--- src/rtl/camera_control_defs.sv ---
// Shared definitions for the camera capture path: FSM state encoding and the
// 17-bit word handed to the pixel FIFO.
package camera_control_defs;

    typedef enum logic [1:0] {
        WAIT_CALIBRATION = 2'd0,
        WAIT_FRAME_START = 2'd1,
        ROW_CAPTURE      = 2'd2
    } cam_state_e;

    localparam int QUEUE_WORD_W   = 17;
    localparam int QUEUE_FLAG_BIT = 16;

    // Field order puts the frame-start flag in bit 16 and RGB565 in bits 15:0.
    typedef struct packed {
        logic        frame_start;
        logic [15:0] pixel;
    } queue_word_t;

endpackage

--- src/rtl/camera_handler.sv ---
// Captures RGB565 pixels from a DVP camera (two bytes per pixel, high byte
// first) and writes them, with a frame-start flag, into a PSRAM-bound FIFO.
module camera_handler
    import camera_control_defs::*;
#(
    parameter int FRAME_WIDTH  = 640,
    parameter int FRAME_HEIGHT = 480
) (
    input  logic        PixelClk,
    input  logic        nRST,
    input  logic        cam_vsync,
    input  logic        cam_href,
    input  logic [7:0]  p_data,
    input  logic        init_done,
    output logic        queue_clk,
    output logic [16:0] queue_data,
    output logic        queue_wr_en
);

    localparam int COL_W = $clog2(FRAME_WIDTH + 1);
    localparam int ROW_W = $clog2(FRAME_HEIGHT + 1);
    localparam logic [COL_W-1:0] COL_LIMIT = COL_W'(FRAME_WIDTH);
    localparam logic [ROW_W-1:0] ROW_LAST  = ROW_W'(FRAME_HEIGHT - 1);

    cam_state_e       state_q;
    logic             vsync_q;
    logic             href_q;
    logic             phase_q;
    logic             first_q;
    logic [7:0]       high_byte_q;
    logic [COL_W-1:0] col_q;
    logic [ROW_W-1:0] row_q;
    queue_word_t      data_q;
    logic             wr_en_q;

    logic frame_start;
    logic vsync_rise;
    logic href_fall;

    assign frame_start = vsync_q & ~cam_vsync;
    assign vsync_rise  = ~vsync_q & cam_vsync;
    assign href_fall   = href_q & ~cam_href;

    assign queue_clk   = PixelClk;
    assign queue_data  = data_q;
    assign queue_wr_en = wr_en_q;

    // NOTE: every register here is written with <= so all of them see the same
    // pre-edge values; mixing in blocking writes would make the result depend
    // on statement order.
    always_ff @(posedge PixelClk or negedge nRST) begin
        if (!nRST) begin
            state_q     <= WAIT_CALIBRATION;
            vsync_q     <= 1'b0;
            href_q      <= 1'b0;
            phase_q     <= 1'b0;
            first_q     <= 1'b0;
            high_byte_q <= 8'h00;
            col_q       <= '0;
            row_q       <= '0;
            data_q      <= '0;
            wr_en_q     <= 1'b0;
        end else begin
            vsync_q <= cam_vsync;
            href_q  <= cam_href;
            wr_en_q <= 1'b0;

            if (!init_done) begin
                state_q <= WAIT_CALIBRATION;
            end else begin
                case (state_q)
                    WAIT_CALIBRATION: state_q <= WAIT_FRAME_START;

                    WAIT_FRAME_START: begin
                        if (frame_start) begin
                            state_q <= ROW_CAPTURE;
                            row_q   <= '0;
                            col_q   <= '0;
                            phase_q <= 1'b0;
                            first_q <= 1'b1;
                        end
                    end

                    ROW_CAPTURE: begin
                        if (vsync_rise) begin
                            state_q <= WAIT_FRAME_START;
                        end else if (href_fall) begin
                            // A pending odd high byte is simply forgotten here.
                            if (row_q == ROW_LAST) begin
                                state_q <= WAIT_FRAME_START;
                            end
                            row_q   <= row_q + 1'b1;
                            col_q   <= '0;
                            phase_q <= 1'b0;
                            first_q <= 1'b0;
                        end else if (cam_href) begin
                            if (!phase_q) begin
                                high_byte_q <= p_data;
                                phase_q     <= 1'b1;
                            end else begin
                                phase_q <= 1'b0;
                                // Columns saturate at the limit, so overlong rows drop their tail.
                                if (col_q < COL_LIMIT) begin
                                    data_q.frame_start <= first_q;
                                    data_q.pixel       <= {high_byte_q, p_data};
                                    wr_en_q            <= 1'b1;
                                    first_q            <= 1'b0;
                                    col_q              <= col_q + 1'b1;
                                end
                            end
                        end
                    end

                    default: state_q <= WAIT_CALIBRATION;
                endcase
            end
        end
    end

endmodule

--- config.mk ---
export PLATFORM = sky130hd
export DESIGN_NAME = camera_handler
export DESIGN_NICKNAME = d
export VERILOG_FILES = /design/src/rtl/camera_control_defs.sv /design/src/rtl/camera_handler.sv
export SDC_FILE = /design/constraint.sdc
export NUM_CORES = 1
export LEC_CHECK = 0
export ABC_AREA = 1
export ABC_CLOCK_PERIOD_IN_PS = 1500
export BUFFER_PORTS_ARGS = -buffer_cell sky130_fd_sc_hd__buf_2
export CORE_ASPECT_RATIO = 1.75
export CORE_UTILIZATION = 52
export DETAILED_ROUTE_END_ITERATION = 8
export PLACE_DENSITY_LB_ADDON = 0.25
export SLEW_MARGIN = 20
export SYNTH_ARGS = -nofsm -noshare
export SYNTH_HDL_FRONTEND = slang
export SYNTH_SLANG_ARGS = --single-unit
--- constraint.sdc ---
create_clock -name PixelClk -period 1.5 [get_ports PixelClk]
set_input_delay 0.225 -clock PixelClk [delete_from_list [all_inputs] [get_ports PixelClk]]
set_output_delay 0.225 -clock PixelClk [all_outputs]
set_load 0.02 [all_outputs]
Word-level counts from Yosys, hierarchy flattened. Cells that the tools add are included. W data, S select, Z words.

Register bits after elaboration: 51. Input port bits: 13. Output and inout bits: 19. Word-level logic and storage cells: 80.

$add $sub $neg: 2. Order comparisons: 1. Equality and inequality tests: 12. Mux-type cells: 37. Bitwise logic cells: 9. Reductions and logical operators: 8.

Operator list (number): $mux W10 (6); $mux W9 (3); $pmux W10 S2 (1); $mux W1 (18); $pmux W9 S2 (1); $reduce_and A7 Y1 (2); $ne A3 B3 Y1 const B (4); $add A10 B1 Y10 const B (1); $lt A10 B10 Y1 const B (1); $mux W2 (5); $reduce_and A5 Y1 (2); $add A9 B1 Y9 const B (1); $eq A9 B9 Y1 const B (1); $ne A4 B4 Y1 const B (2); $ne A2 B2 Y1 const B (3); $not A1 Y1 (6); $pmux W2 S3 (1); $reduce_and A6 Y1 (1); $pmux W1 S2 (2); $and A1 B1 Y1 (3); $reduce_and A3 Y1 (1); $eq A2 B1 Y1 const B (1); $eq A2 B2 Y1 const B (1); $logic_not A2 Y1 (1); $reduce_bool A2 Y1 (1).

Logic depth before layout (Yosys ltp). Gate-level depths: netlist of the first run.

Depth after elaboration: 8. Mapped depth: 11.

==> results.sh, run 1 <==
export IMPL_cellPowerDensity_nw_per_um2=1475
export IMPL_worstSetupStartpoint="state_q[0]"
export IMPL_starting_drt_drc_count=36
export IMPL_dp_hpwl_um=3621
export IMPL_number_of_synthesized_flops_with_an_enable_pin=0
export IMPL_critical_path_required_ns=1.84
export IMPL_groute_usage_overall_pct=23.89
export IMPL_cp_start_kind="flip-flop"
export IMPL_tritoncts="done"
export IMPL_clk_pin_slew_worst_setup_hold_paths_ns=0.10
export IMPL_start_util_pct=54.01
export IMPL_area_delta_synth_final_pct=18.47
export IMPL_final_setup_skew_ns=0.006255
export IMPL_worst_r2r_startpoint="state_q[0]"
export IMPL_grt_pass1_vias=2079
export IMPL_fmax_ghz=0.7122
export IMPL_gp_congestion=0.9080
export IMPL_timing_critical_path_fanout_max=39
export IMPL_finalCriticalPeriod_ns=1.404
export IMPL_timing_max_cap_violations=0
export IMPL_grt_antenna_before_repair=0
export IMPL_power_ir_vdd_worst_mv=1.027
export IMPL_yosysTopAreaCellShare_pct=50.65
export IMPL_cell_count_of_the_worst_reg_to_reg_path=8
export IMPL_critical_path_arrival_ns=1.74
export IMPL_coreArea_um2=4666
export IMPL_endpoint_type_of_the_worst_setup_path="flip-flop"
export IMPL_grt_start_max_net_pins=52
export IMPL_mapped_area_um2=2520
export IMPL_yosys_warnings=0
export IMPL_drt_antenna_violating_nets=0
export IMPL_numPlacedInstances=404
export IMPL_die_width_um=54.62
export IMPL_setup_reg_to_reg_worst_slack_ns=0.1
export IMPL_final_hold_worst_slack_ns=0.02616
export IMPL_synth_area_per_cell_um2=7.899
export IMPL_seq_cells_post_synth=51
export IMPL_finalNonFillerCells=419
export IMPL_postRouteWirelength_um=5202
export IMPL_outcome="finished, final reports clean"
export IMPL_floorplan_rows=33
export IMPL_worst_setup_path_endpoint="queue_data[9]"
export IMPL_post_synth_most_frequent_cells="99 x sky130_fd_sc_hd__nand2_1, 51 x sky130_fd_sc_hd__dfrtp_1, 50 x sky130_fd_sc_hd__inv_1"
export IMPL_period_share_pct=93.61
export IMPL_maxSlewViolCount=0
export IMPL_rsz_0062_raised_after_global_routing="yes"
export IMPL_synth_area_top_cells="sky130_fd_sc_hd__dfrtp_1 51%, sky130_fd_sc_hd__nand2_1 15%, sky130_fd_sc_hd__inv_1 7.4%"
export IMPL_port_buffers=31
export IMPL_power_leakage_nw=1.547
export IMPL_final_hold_violation_count=0
export IMPL_timing_final_setup_violations=0
export IMPL_antennaDiodeCount=0
export IMPL_route_detailed_wl_per_inst_um=12.42
export IMPL_seq_area_frac_synth_pct=50.65
export IMPL_synth_top_flop_cell="sky130_fd_sc_hd__dfrtp_1"
export IMPL_postSynthNetCount=334
export IMPL_hold_path_class="in -> reg"
export IMPL_drc_errors=0
export IMPL_maxSlewHeadroom_pct=77.97
export IMPL_timing_worst_slew_pin_value_ns=0.3301
export IMPL_die_area_um2=5139
export IMPL_routed_via_count=2103
export IMPL_drive_above_1_share_pct=19.07
export IMPL_crit_type="reg -> reg"
export IMPL_first_pass_grt_wire_length_um=8631
export IMPL_crit_reg2reg_capture="queue_data[9]"
export IMPL_synth_async_sr_flop_share_pct=100.0
export IMPL_io_pins=32
export IMPL_clk_insertion_delay_late_ns=0.41
export IMPL_post_synth_inst_count=319
export IMPL_synth_distinct_cells=28
export IMPL_detail_routed_via_count_per_cell=5.019
export IMPL_yosysTopAreaCell="sky130_fd_sc_hd__dfrtp_1"
export IMPL_drt_first_pass_iters=4
export IMPL_grt_overflow_total=0
export IMPL_nets=381
export IMPL_dieHeight_um=94.09
export IMPL_synthMostInstantiatedCell="sky130_fd_sc_hd__nand2_1"
sequential cells by signal (all words and copies together) (netlist names):
signal / count
phase_q: 1
href_q: 1
first_q: 1
state_q: 2
queue_wr_en: 1
queue_data: 17
high_byte_q: 8
vsync_q: 1
row_q: 9
col_q: 10
worst max-delay path, cell delays in order (launching register included):
cell and delay (ns):
sky130_fd_sc_hd__dfrtp_1 0.42, sky130_fd_sc_hd__inv_2 0.09, sky130_fd_sc_hd__nand2_4 0.08, sky130_fd_sc_hd__nor2_4 0.16, sky130_fd_sc_hd__nand2_2 0.08, sky130_fd_sc_hd__nor3_4 0.15, sky130_fd_sc_hd__buf_12 0.22, sky130_fd_sc_hd__nand2_1 0.07
sky130_fd_sc_hd__o21ai_0 0.07
final cells by class:
cell class / instances / area [µm²]
Inverter: 51 / 191.4
Sequential cell: 51 / 1276
Clock buffer: 10 / 118.9
Multi-Input combinational cell: 209 / 1026
Timing Repair Buffer: 44 / 291.5
Fill cell: 416 / 1680
Tap cell: 52 / 65.06
Clock inverter: 2 / 16.27
where the power goes:
| part | switching (mW) | internal, mW | total [mW] |
|---|---|---|---|
| Clock | 0.552 | 0.524 | 1.08 |
| Sequential | 0.213 | 1.71 | 1.92 |
| Combinational | 0.914 | 0.490 | 1.40 |
placed cells by master, fill, tap and decap left out, types with 2 or more instances in the layout:
| cell | instances |
|---|---|
| sky130_fd_sc_hd__ha_1 | 2 |
| sky130_fd_sc_hd__dlygate4sd3_1 | 3 |
| sky130_fd_sc_hd__nand2_2 | 3 |
| sky130_fd_sc_hd__nand2_4 | 2 |
| sky130_fd_sc_hd__nor3_1 | 2 |
| sky130_fd_sc_hd__o21ai_0 | 25 |
| sky130_fd_sc_hd__buf_2 | 31 |
| sky130_fd_sc_hd__nor2_4 | 4 |
| sky130_fd_sc_hd__o21bai_1 | 3 |
| sky130_fd_sc_hd__inv_1 | 49 |
| sky130_fd_sc_hd__nor2_1 | 20 |
| sky130_fd_sc_hd__nor3_4 | 2 |
| sky130_fd_sc_hd__clkbuf_8 | 8 |
| sky130_fd_sc_hd__nand4_1 | 4 |
| sky130_fd_sc_hd__nor2_2 | 4 |
| sky130_fd_sc_hd__dfrtp_1 | 51 |
| sky130_fd_sc_hd__xor2_1 | 2 |
| sky130_fd_sc_hd__buf_4 | 8 |
| sky130_fd_sc_hd__nand3_1 | 21 |
| sky130_fd_sc_hd__xnor2_1 | 3 |
| sky130_fd_sc_hd__buf_12 | 2 |
| sky130_fd_sc_hd__nand2_1 | 97 |
| sky130_fd_sc_hd__o21ai_1 | 10 |
| sky130_fd_sc_hd__inv_2 | 2 |
repair_timing:
| item | 4_1_cts | 5_1_grt |
|---|---|---|
| gates resized for setup | 0 | 16 |
| endpoints found under the setup margin | 0 | 46 |
| endpoints found under the hold margin | 53 | 0 |
| setup buffers | 0 | 1 |
| hold buffers | 3 | 0 |
logic make-up after synthesis:
family          synth area share, %
simple gates                  28.20
buf+inv                       10.08
flops                         50.65
compound gates                8.341
xor+xnor                      1.738
fa+ha+maj                    0.9929
layer usage:
layer / wire (µm) / GRT usage (%) / up-vias
met2: 2667 / 39.56 / 42
li1: - / - / 1083
met4: 182 / 15.81 / 0
met3: 148 / 5.178 / 12
met5: 0 / 0 / -
met1: 2203 / 25.61 / 966
through the flow:
stage	setup TNS, ns	total power, mW	worst slack, ns	cell area [µm²]	utilization (%)
final	0	4.403	0.09592	2985	63.99
after global routing	-0.2254	4.688	-0.03184	2985	63.99
after CTS	0	4.346	0.03360	2938	62.97
after detailed placement	0	3.306	0.04600	2778	59.53
after global placement	0	3.275	0.07838	2778	59.53
after floorplan	0	2.864	0.1449	2520	-
worst min-delay path by stage:
stage | startpoint | to | slack (ns) | depth (start not counted)
after global placement | nRST | col_q[3] | 0.24 | 2
after floorplan | nRST | col_q[0] | -0.07 | 0
after global routing | p_data[3] | queue_data[3] | 0.03 | 3
after CTS | p_data[3] | queue_data[3] | 0.03 | 3
after detailed placement | nRST | col_q[3] | 0.24 | 2
final | p_data[3] | queue_data[3] | 0.03 | 3
Power figures use the tool's default switching activity.
==> inputs of run 2 (changes only) <==
--- a/config.mk
+++ b/config.mk
@@ -9,7 +9,7 @@
 export ABC_CLOCK_PERIOD_IN_PS = 1500
 export BUFFER_PORTS_ARGS = -buffer_cell sky130_fd_sc_hd__buf_2
 export CORE_ASPECT_RATIO = 1.75
-export CORE_UTILIZATION = 52
+export CORE_UTILIZATION = 50
 export DETAILED_ROUTE_END_ITERATION = 8
 export PLACE_DENSITY_LB_ADDON = 0.25
 export SLEW_MARGIN = 20
==> run 2 against run 1 <==
  * The run now ends with negative setup slack left
  * Largest cell class unchanged
  * Highest routed layer unchanged
  * Sequential share of layout area shrank 2.3 points
  * Combinational power is 4% higher
  * Clock power up 4%
  * Non-clock buffer count grew 8
  * Wire length up 9.2%
  * Hold slack gained 0.0018 ns
  * Clock skew is essentially flat
  * Flip-flop and latch count did not move
==> results.sh, run 2 (synthesized netlist as in run 1, its figures left out) <==
export IMPL_rsz_0062_raised_after_global_routing="yes"
export IMPL_antennaDiodeCount=0
export IMPL_dieHeight_um=95.91
export IMPL_timing_critical_path_fanout_max=10
export IMPL_die_width_um=55.67
export IMPL_routed_via_count=2190
export IMPL_critical_path_arrival_ns=1.84
export IMPL_area_delta_synth_final_pct=25.07
export IMPL_die_area_um2=5339
export IMPL_drt_antenna_violating_nets=0
export IMPL_grt_overflow_total=0
export IMPL_final_core_util_pct=66.38
export IMPL_maxSlewHeadroom_pct=78.02
export IMPL_period_share_pct=102.7
export IMPL_finalCriticalPeriod_ns=1.541
export IMPL_final_common_cell="sky130_fd_sc_hd__nand2_1"
export IMPL_power_leakage_nw=1.658
export IMPL_drt_first_pass_iters=4
export IMPL_critical_path_required_ns=1.80
export IMPL_final_hold_worst_slack_ns=0.02797
export IMPL_final_hold_violation_count=0
export IMPL_cp_start_kind="flip-flop"
export IMPL_grt_pass1_vias=2096
export IMPL_timing_final_ws_setup_ns=-0.04081
export IMPL_most_frequent_cells_in_the_layout="89 x sky130_fd_sc_hd__nand2_1, 51 x sky130_fd_sc_hd__dfrtp_1, 48 x sky130_fd_sc_hd__inv_1"
export IMPL_nets=389
export IMPL_power_ir_vdd_worst_mv=1.161
export IMPL_start_util_pct=53.07
export IMPL_hold_path_class="in -> reg"
export IMPL_port_buffers=31
export IMPL_post_layout_total_power_mw=4.506
export IMPL_io_pins=32
export IMPL_fmax_ghz=0.6490
export IMPL_route_detailed_wl_per_inst_um=13.30
export IMPL_number_of_flip_flops_under_the_largest_register_name=17
export IMPL_grt_start_max_net_pins=52
export IMPL_timing_final_setup_violations=16
export IMPL_groute_usage_overall_pct=21.76
export IMPL_dp_hpwl_um=3588
export IMPL_timing_worst_slew_pin_value_ns=0.3294
export IMPL_first_pass_grt_wire_length_um=8907
export IMPL_floorplan_rows=33
export IMPL_final_setup_skew_ns=0.006124
export IMPL_drc_errors=0
export IMPL_finalNonFillerCells=427
export IMPL_crit_type="reg -> reg"
export IMPL_starting_drt_drc_count=77
export IMPL_gp_congestion=0.8517
export IMPL_clk_pin_slew_worst_setup_hold_paths_ns=0.10
export IMPL_coreArea_um2=4748
export IMPL_tritoncts="done"
export IMPL_cellPowerDensity_nw_per_um2=1430
export IMPL_failed_checks="negative setup slack"
export IMPL_timing_max_cap_violations=0
export IMPL_fillCellCount=403
export IMPL_drive_above_1_share_pct=25.07
export IMPL_grt_antenna_before_repair=0
export IMPL_numPlacedInstances=404
export IMPL_clk_insertion_delay_late_ns=0.42
export IMPL_detail_routed_via_count_per_cell=5.129
export IMPL_outcome="finished, violations left"
export IMPL_maxSlewViolCount=0
export IMPL_postRouteWirelength_um=5678
export IMPL_endpoint_type_of_the_worst_setup_path="flip-flop"
## run 2: cell types whose count changed in the layout (fill, tap and decap cells not counted), moves of 2 or more
cell / delta
sky130_fd_sc_hd__nand2_1: -8
sky130_fd_sc_hd__nand2_2: +6
sky130_fd_sc_hd__o21ai_2: +6
sky130_fd_sc_hd__o21ai_0: -5
sky130_fd_sc_hd__buf_4: +4
sky130_fd_sc_hd__clkbuf_16: +3
sky130_fd_sc_hd__buf_6: +2
sky130_fd_sc_hd__nand2_4: +2
## run 2: report_power, final
part | switching [mW] | internal, mW
registers | 0.229 | 1.71
logic | 0.922 | 0.531
clock network | 0.588 | 0.527
## run 2: routing by layer
layer  GRT usage (%)  part of all wire, %  wire, µm  up-vias
met1           22.14                   37      2121     1018
met2           41.06                   55      3136       55
li1                -                    -         -     1097
met5               0                    0         0        -
met4           12.92                  3.8       213        0
met3           3.898                  3.6       207       20
## run 2: per-stage QoR
step / setup slack, ns / setup TNS, ns / area, µm²
after global placement: 0.09339 / 0 / 2778
after detailed placement: 0.02510 / 0 / 2778
after global routing: -0.1070 / -2.183 / 3152
final: -0.04081 / -0.3215 / 3152
after CTS: 0.01578 / 0 / 2940
after floorplan: 0.1449 / 0 / 2520
## run 2: final timing paths
kind / end / depth (start not counted) / slack, ns / start
max: queue_data[5] / 8 / -0.04 / state_q[0]
min: queue_data[4] / 3 / 0.03 / p_data[4]
max reg2reg: queue_data[5] / 8 / -0.04 / state_q[0]
min reg2reg: high_byte_q[6] / 2 / 0.50 / high_byte_q[6]
max in group asynchronous: row_q[5] / 3 / 0.95 / nRST
min in group asynchronous: href_q / 3 / 0.32 / nRST
## run 2: timing repair
item / in CTS / in global routing
hold buffers: 3 / 0
resized for setup: 0 / 36
endpoints found under the hold margin: 53 / 0
buffers inserted: 0 / 5
endpoints found under the setup margin: 0 / 46
## run 2: final cells by class
class / count / area [µm²] / area share [%]
repair buffers: 52 / 414.1 / 13.14
multi-input cells: 209 / 1067 / 33.86
clock buffers: 9 / 115.1 / 3.652
flip-flops and latches: 51 / 1276 / 40.49
well taps: 52 / 65.06 / 2.064
inverters: 51 / 191.4 / 6.074
clock inverters: 3 / 22.52 / 0.7146
## run 2: worst max-delay path, stage by stage, from the launching register on
cell                        delay [ns]
sky130_fd_sc_hd__dfrtp_1          0.43
sky130_fd_sc_hd__inv_2            0.09
sky130_fd_sc_hd__nand2_4          0.06
sky130_fd_sc_hd__nor2_4           0.15
sky130_fd_sc_hd__nand2_2          0.10
sky130_fd_sc_hd__nor3_4           0.16
sky130_fd_sc_hd__buf_6            0.18
sky130_fd_sc_hd__clkbuf_16        0.17
sky130_fd_sc_hd__o21ai_0          0.08
==> inputs of run 3 (changes only) <==
--- a/config.mk
+++ b/config.mk
@@ -6,9 +6,9 @@
 export NUM_CORES = 1
 export LEC_CHECK = 0
 export ABC_AREA = 1
-export ABC_CLOCK_PERIOD_IN_PS = 1500
 export BUFFER_PORTS_ARGS = -buffer_cell sky130_fd_sc_hd__buf_2
 export CORE_ASPECT_RATIO = 1.75
+export CORE_MARGIN = 1.5
 export CORE_UTILIZATION = 50
 export DETAILED_ROUTE_END_ITERATION = 8
 export PLACE_DENSITY_LB_ADDON = 0.25
==> run 3 against run 2 <==
  * The flow still finishes with violations (negative setup slack)
  * Clock skew up 0.0020 ns
  * Via count decreased by 0.73%
  * Fmax is 0.48% higher
  * Final area shrank 0.95%
  * Wire length down 0.42%
  * Clock-buffer cell count rose by 1
  * Hold slack better by 0.0032 ns
  * Power shrank 1.4%
  * Critical endpoint is now queue_data[9]
  * Largest power group unchanged
==> results.sh, run 3 (synthesized netlist as in run 1, its figures left out) <==
export IMPL_drc_errors=0
export IMPL_gp_congestion=0.8946
export IMPL_drive_above_1_share_pct=24.00
export IMPL_cellPowerDensity_nw_per_um2=1424
export IMPL_max_stage_delay_ns=0.42
export IMPL_drt_antenna_violating_nets=0
export IMPL_grt_overflow_total=0
export IMPL_most_frequent_cells_in_the_layout="90 x sky130_fd_sc_hd__nand2_1, 51 x sky130_fd_sc_hd__dfrtp_1, 48 x sky130_fd_sc_hd__inv_1"
export IMPL_final_cell_area_um2=3122
export IMPL_dp_hpwl_um=3637
export IMPL_io_pins=32
export IMPL_crit_path_cell_chain="inv_2 > nand2_4 > nor2_4 > nand2_2 > nor3_4 > buf_6 > buf_6 > nand2_1 > o21ai_0"
export IMPL_final_hold_violation_count=0
export IMPL_crit_type="reg -> reg"
export IMPL_routed_via_count=2174
export IMPL_route_detailed_wl_per_inst_um=13.18
export IMPL_antennaDiodeCount=0
export IMPL_die_area_um2=5491
export IMPL_drt_first_pass_iters=4
export IMPL_tritoncts="done"
export IMPL_clk_pin_slew_worst_setup_hold_paths_ns=0.09
export IMPL_timing_critical_path_fanout_max=9
export IMPL_critical_path_required_ns=1.83
export IMPL_critical_path_arrival_ns=1.86
export IMPL_timing_worst_slew_pin_value_ns=0.3242
export IMPL_detail_routed_via_count_per_cell=5.068
export IMPL_power_ir_vdd_worst_mv=1.102
export IMPL_rsz_0062_raised_after_global_routing="yes"
export IMPL_nets=389
export IMPL_final_hold_worst_slack_ns=0.03118
export IMPL_clk_insertion_delay_late_ns=0.41
export IMPL_die_width_um=56.67
export IMPL_maxSlewViolCount=0
export IMPL_floorplan_rows=34
export IMPL_cp_start_kind="flip-flop"
export IMPL_groute_usage_overall_pct=21.54
export IMPL_endpoint_type_of_the_worst_setup_path="flip-flop"
export IMPL_outcome="finished, violations left"
export IMPL_coreArea_um2=4892
export IMPL_finalCriticalPeriod_ns=1.533
export IMPL_hold_path_class="in -> reg"
export IMPL_timing_final_ws_setup_ns=-0.03344
export IMPL_starting_drt_drc_count=58
export IMPL_timing_max_cap_violations=0
export IMPL_placement_cell_area_um2=2788
export IMPL_failed_checks="negative setup slack"
export IMPL_maxSlewHeadroom_pct=78.36
export IMPL_fmax_ghz=0.6521
export IMPL_postRouteWirelength_um=5654
export IMPL_first_pass_grt_wire_length_um=9384
export IMPL_area_delta_synth_final_pct=23.88
export IMPL_number_of_flip_flops_under_the_largest_register_name=17
export IMPL_grt_pass1_vias=2220
export IMPL_start_util_pct=51.51
export IMPL_grt_antenna_before_repair=0
export IMPL_timing_final_setup_violations=4
export IMPL_power_leakage_nw=1.620
export IMPL_critical_path_most_common_cell="sky130_fd_sc_hd__buf_6"
export IMPL_slowest_cp_cell="sky130_fd_sc_hd__dfrtp_1"
export IMPL_dieHeight_um=96.91
export IMPL_final_common_cell="sky130_fd_sc_hd__nand2_1"
export IMPL_final_setup_skew_ns=0.008154
export IMPL_period_share_pct=102.2
export IMPL_port_buffers=31
export IMPL_grt_start_max_net_pins=52
## run 3: layout make-up
type / instances / area, µm²
fill: 430 / 1770
sequential: 51 / 1276
multi-input combinational: 209 / 1051
timing repair buffer: 52 / 400.4
inverter: 51 / 191.4
clock buffer: 10 / 118.9
tap: 54 / 67.56
clock inverter: 2 / 16.27
## run 3: layer usage
| layer | vias to the layer above | track usage, % | wire, µm |
|---|---|---|---|
| met2 | 39 | 36.14 | 3110 |
| met3 | 13 | 3.877 | 136 |
| met5 | - | 0 | 0 |
| met4 | 0 | 11.54 | 124 |
| met1 | 1027 | 25.54 | 2282 |
| li1 | 1095 | - | - |
## run 3: final timing paths
check	startpoint	endpoint	slack, ns	depth (start not counted)
worst max-delay path	state_q[0]	queue_data[9]	-0.03	9
worst max register to register	state_q[0]	queue_data[9]	-0.03	9
min in group asynchronous	nRST	col_q[1]	0.32	3
max in group asynchronous	nRST	row_q[6]	0.93	3
worst min-delay path	p_data[2]	queue_data[2]	0.03	3
worst min register to register	high_byte_q[1]	high_byte_q[1]	0.49	2
## run 3: worst max-delay path: cells and delay by family, from the launching register on
family / cells / cell delay, ns
flip-flops: 1 / 0.42
buffers and inverters: 3 / 0.42
AO/OA/AOI/OAI: 1 / 0.07
AND/OR/NAND/NOR: 5 / 0.55
## run 3: stage by stage
step | TNS, ns | cells | utilization, % | worst slack, ns | total power [mW]
finish | -0.04707 | 429 | 63.81 | -0.03344 | 4.445
global route | -1.561 | 429 | 63.81 | -0.1138 | 4.731
floorplan | 0 | 319 | - | 0.1449 | 2.864
global placement | 0 | 407 | 56.98 | 0.08487 | 3.291
detailed placement | 0 | 407 | 56.98 | 0.04752 | 3.329
CTS | 0 | 421 | 60.26 | 0.01966 | 4.348
## run 3: timing repair
item	CTS	global route
setup buffers	0	4
hold buffers	3	0
hold endpoints to repair	53	0
endpoints found under the setup margin	0	45
gates resized for setup	0	36
## run 3: where the power goes
| group | switching, mW | leakage [nW] | total, mW | internal (mW) |
|---|---|---|---|---|
| Combinational | 0.926 | 0.928 | 1.45 | 0.525 |
| Sequential | 0.217 | 0.625 | 1.93 | 1.71 |
| Clock | 0.544 | 0.0673 | 1.07 | 0.524 |
| Total | 1.69 | 1.62 | 4.44 | 2.76 |
